**src/rtl/uart_pkg.sv**
```systemverilog
// Shared types and constants for the UART transmit arbiter.
//   state_t    : transmit FSM states
//   DATA_BITS  : payload bits per frame
//   FRAME_BITS : start + payload + stop
package uart_pkg;
  typedef enum logic [1:0] {IDLE, START, DATA, STOP} state_t;
  localparam int DATA_BITS  = 8;
  localparam int FRAME_BITS = DATA_BITS + 2;
endpackage

```
**src/rtl/uart_tx_arbiter_bit_timer.sv**
```systemverilog
// Bit-period timer for the UART transmitter.
//   clk      : core clock
//   reset    : asynchronous, active-low
//   clear    : hold the count at 0 (asserted while the transmitter is idle)
//   bit_done : high on the last cycle of each bit period
// The counter wraps to 0 on bit_done, so every state entered on a bit_done
// edge starts with a fresh full-length period.
module uart_bit_timer #(
  parameter int CLKS_PER_BIT = 5208
) (
  input  logic clk,
  input  logic reset,
  input  logic clear,
  output logic bit_done
);
  localparam int CNT_W = $clog2(CLKS_PER_BIT);
  localparam logic [CNT_W-1:0] LAST = CNT_W'(CLKS_PER_BIT - 1);

  logic [CNT_W-1:0] cnt;

  assign bit_done = !clear && (cnt == LAST);

  always_ff @(posedge clk or negedge reset) begin
    if (!reset)                cnt <= '0;
    else if (clear || bit_done) cnt <= '0;
    else                       cnt <= cnt + 1'b1;
  end
endmodule

```
**src/rtl/uart_tx_arbiter.sv**
```systemverilog
// Two-source round-robin arbiter feeding an 8N1 UART transmitter.
//   clk, reset             : core clock, async active-low reset
//   req0_valid/data/ready  : CPU byte source (ready is combinational)
//   req1_valid/data/ready  : debug/echo byte source (ready is combinational)
//   uart_tx                : serial line, idle high, registered
//   busy                   : frame in progress
//   grant_id               : source of the current/last accepted byte
module uart_tx_arbiter
  import uart_pkg::*;
#(
  parameter int CLKS_PER_BIT = 5208
) (
  input  logic       clk,
  input  logic       reset,
  input  logic       req0_valid,
  input  logic [7:0] req0_data,
  output logic       req0_ready,
  input  logic       req1_valid,
  input  logic [7:0] req1_data,
  output logic       req1_ready,
  output logic       uart_tx,
  output logic       busy,
  output logic       grant_id
);
  localparam int IDX_W = $clog2(DATA_BITS);
  localparam logic [IDX_W-1:0] LAST_IDX = IDX_W'(DATA_BITS - 1);

  state_t               state, state_nxt;
  logic                 rr_ptr;
  logic                 sel;
  logic                 grant;
  logic                 bit_done;
  logic [DATA_BITS-1:0] shreg;
  logic [IDX_W-1:0]     bit_idx;
  logic                 last_bit;

  assign last_bit = (bit_idx == LAST_IDX);
  assign busy     = (state != IDLE);

  uart_bit_timer #(.CLKS_PER_BIT(CLKS_PER_BIT)) u_timer (
    .clk      (clk),
    .reset    (reset),
    .clear    (state == IDLE),
    .bit_done (bit_done)
  );

  // Next state, grant and ready. With both sources valid, rr_ptr picks;
  // otherwise whichever source is valid wins.
  always_comb begin
    state_nxt  = state;
    grant      = 1'b0;
    sel        = (req0_valid && req1_valid) ? rr_ptr : req1_valid;
    req0_ready = 1'b0;
    req1_ready = 1'b0;
    case (state)
      IDLE:  if (req0_valid || req1_valid) begin
               grant     = 1'b1;
               state_nxt = START;
             end
      START: if (bit_done) state_nxt = DATA;
      DATA:  if (bit_done && last_bit) state_nxt = STOP;
      STOP:  if (bit_done) state_nxt = IDLE;
      default: state_nxt = IDLE;
    endcase
    // ready must stay low while reset is asserted, even though state is IDLE
    req0_ready = reset && grant && !sel;
    req1_ready = reset && grant &&  sel;
  end

  always_ff @(posedge clk or negedge reset) begin
    if (!reset) state <= IDLE;
    else        state <= state_nxt;
  end

  // Shift register drains LSB first; uart_tx is loaded one bit ahead so the
  // line changes on the same edge as the state.
  always_ff @(posedge clk or negedge reset) begin
    if (!reset) begin
      uart_tx  <= 1'b1;
      grant_id <= 1'b0;
      rr_ptr   <= 1'b0;
      shreg    <= '0;
      bit_idx  <= '0;
    end else if (grant) begin
      shreg    <= sel ? req1_data : req0_data;
      grant_id <= sel;
      rr_ptr   <= ~sel;
      uart_tx  <= 1'b0;
      bit_idx  <= '0;
    end else if (bit_done) begin
      case (state)
        START: begin
          uart_tx <= shreg[0];
          shreg   <= shreg >> 1;
        end
        DATA: begin
          if (last_bit) begin
            uart_tx <= 1'b1;
          end else begin
            uart_tx <= shreg[0];
            shreg   <= shreg >> 1;
            bit_idx <= bit_idx + 1'b1;
          end
        end
        default: ;
      endcase
    end
  end
endmodule

```
**config.mk**
```make
export PLATFORM = sky130hd
export DESIGN_NAME = uart_tx_arbiter
export DESIGN_NICKNAME = d
export VERILOG_FILES = /design/src/rtl/uart_pkg.sv /design/src/rtl/uart_tx_arbiter_bit_timer.sv /design/src/rtl/uart_tx_arbiter.sv
export SDC_FILE = /design/constraint.sdc
export NUM_CORES = 1
export LEC_CHECK = 0
export ABC_AREA = 1
export CAP_MARGIN = 20
export CORE_MARGIN = 10
export CORE_UTILIZATION = 43
export DETAILED_ROUTE_END_ITERATION = 6
export PLACE_DENSITY_LB_ADDON = 0.08
export SETUP_SLACK_MARGIN = 0.4
export SYNTH_ARGS = -nofsm -noshare
export SYNTH_HDL_FRONTEND = slang
export SYNTH_SLANG_ARGS = --single-unit
export TNS_END_PERCENT = 100
```
**constraint.sdc**
```tcl
create_clock -name clk -period 3.6 [get_ports clk]
set_input_delay 1.08 -clock clk [delete_from_list [all_inputs] [get_ports clk]]
set_output_delay 1.08 -clock clk [all_outputs]
set_load 0.01 [all_outputs]
```
==> run summary <==
layout net count -> 301
Final setup violation count -> 0
hpwl dp -> 3114 um
die area -> 7053 sq um
# rows -> 23
WL final -> 4025 um
leakage -> 1.059 nW
Clock transition at path regs -> 60 ps
max cap viols -> 0
synthesized net count -> 267
HP Class -> flop to flop
grt met3 use -> 5.078%
Crit. End Element -> primary output
1st-iter DRT viols -> 49
Worst EP arrival -> 1940 ps
RSZ-0062 raised after global routing -> false
Area growth syn-to-layout -> 22.96%
Unique masters post-synth -> 27
post-synthesis xor/xnor area fraction -> 0.9950%
Tot Pwr -> 1.358 mW
via count -> 1628
drt wl/cell -> 12.42 um
post-synth top area cell -> dfrtp_1
post-synth top area share -> 39.80%
Most Crowded Layer GR -> met2
final period utilization -> 83.86%
fin crit period -> 3019 ps
YS warnings -> 0
Seq/Total Area, Yosys -> 41.29%
core box area -> 3971 sq um
Final ANT Viol Nets -> 0
synthesized-area fraction occupied by adder cells -> 5.686%
routability-driven placement congestion ratio -> 0.7777
design area -> 2165 sq um
CTS H-Tree Depth -> 2
first-pass GRT wire length -> 7086 um
Max Buffers Root-to-Sink -> 2
io pins -> 25
Synth area leaders -> dfrtp_1 (40%), nand2_1 (14%), nand3_1 (12%)
Die Ht -> 83.99 um
Post-Synth Simple-Gate Area -> 40.37%
Synth Register Bits -> 29
TritonRoute pass-1 iters -> 4
outcome -> finished, final reports clean
total track usage -> 12.05%
largest net degree at the start of global routing -> 30
Hold Crit Start -> shreg[0]
met2 Track Usage GR -> 19.16%
largest family of logic cells by synthesized area -> simple AND/OR/NAND/NOR gates
chip width -> 83.99 um
CP max FO -> 4
most frequent cell after synthesis -> nand2_1
port bufs -> 24
Initial Util -> 44.33%
number of flops mapped to enable cells by yosys -> 0
post-synthesis instance area -> 1760 sq um
CTS tree -> built
ys async rst share -> 100.0%
vias in the first global route -> 1667
fillers -> 391
Critical R2R Launch -> state[1]
WS Path Type -> input pin to primary output
CTS root buf -> clkbuf_8
worst vdd ir -> 0.3907 mV
share of post-route cells with drive strength above 1 -> 11.31%
Synth Flop Type -> dfrtp_1
drt drc -> 0
Clk Latency, worst-skew pair -> 290 ps
CTS Sinks -> 29
post-synthesis compound-gate area fraction -> 4.762%
via density per instance -> 5.025
n_diodes -> 0
initial antenna violation count -> 0
FMAX -> 0.3312 GHz
clock skew -> 8.266 ps
worst-margin pin slew -> 460.3 ps
Req. time, crit path -> 2520 ps
clock buffer count from CTS -> 5
gr ovfl total -> 0
post-synthesis mux area share -> 0%
placed cell area -> 2088 sq um
max-slew violations -> 0
synth cell count leaders -> nand2_1 (66), nand3_1 (41), dfrtp_1 (28), nor2_1 (28), inv_1 (25)
PD cells -> 627.4 nW/um^2
# hold bufs at CTS -> 0
post-CTS setup buffer count -> 0
Startpoint Class -> input pin
met1 Use GR -> 13.31%
Max-slew headroom -> 68.99%
final hold vios -> 0
Mapped Avg Cell Area -> 7.366 sq um
Syn Inst Count -> 239
CP startpoint -> req1_valid
## cell type report
cell class / count / area [sq um] / share of cell area (%)
Timing Repair Buffer: 30 / 272.8 / 12.60
Multi-Input combinational cell: 180 / 914.6 / 42.25
Inverter: 27 / 101.3 / 4.682
Clock inverter: 3 / 17.52 / 0.8092
Clock buffer: 5 / 68.82 / 3.179
Tap cell: 50 / 62.56 / 2.890
Sequential cell: 29 / 726.9 / 33.58
## final timing paths
| kind | to | slack (ps) | cells after the start |
|---|---|---|---|
| max in group asynchronous | uart_tx | 1990 | 2 |
| setup / recovery | req0_ready | 580 | 7 |
| min in group asynchronous | u_timer.cnt[11] | 1280 | 2 |
| setup reg to reg | shreg[7] | 1890 | 10 |
| hold / removal | shreg[0] | 470 | 2 |
| hold reg to reg | shreg[0] | 470 | 2 |
## metrics by stage
step	hold slack, ps	util (%)	std cells	setup TNS (ps)	worst slack, ps
3_3_place_gp	451.3	52.58	316	-143.5	-80.70
6_report	469.2	54.51	324	0	581.1
2_1_floorplan	436.2	-	239	0	821.4
4_1_cts	474.1	54.63	324	0	431.7
3_5_place_dp	457.8	52.58	316	-155.9	-89.13
5_1_grt	494.4	54.51	324	0	455.3
## cells by family (layout without fill, tap and decap cells)
kind of cell,after synthesis,count (layout)
simple gates,159,159
buf+inv,30,65
flops,29,29
compound gates,11,11
fa+ha+maj,8,8
xor+xnor,2,2
## sequential cells by signal, indices dropped and copies added, names as in the netlist
signal,count
bit_idx,3
rr_ptr,1
uart_tx,1
shreg,8
u_timer.cnt,13
grant_id,1
state,2
## critical path: stages
cell and delay [ps]:
dlygate4sd2_1 290, inv_1 90, a21oi_2 40, nor2_1 130, inv_1 70, nor2_1 90
clkbuf_2 140
## report_power, final
part | internal (mW) | switching (mW)
combinational | 0.231 | 0.394
clock | 0.133 | 0.132
sequential | 0.409 | 0.0589
## layout by cell type, fill, tap and decap left out, drive strengths merged, types with 2 or more instances in the layout
cell type / count
ha: 8
dlygate4sd2: 2
inv: 27
nor2: 31
nand2: 70
xor2: 2
o21ai: 4
clkinv: 2
nand3: 41
a21oi: 3
nand4: 6
dfrtp: 28
buf: 6
o21bai: 2
nor3: 8
clkbuf: 7
clkdlybuf4s50: 20
## metal layers
metal,routed length [um],vias to the layer above
met5,0,-
li1,-,841
met2,1909,32
met3,231,5
met1,1811,750
met4,72,0
## repair_timing
action,in CTS,in global routing
gates cloned,0,0
resized for setup,4,5
endpoints found under the setup margin,2,2
(Power assumes the default switching activity.)
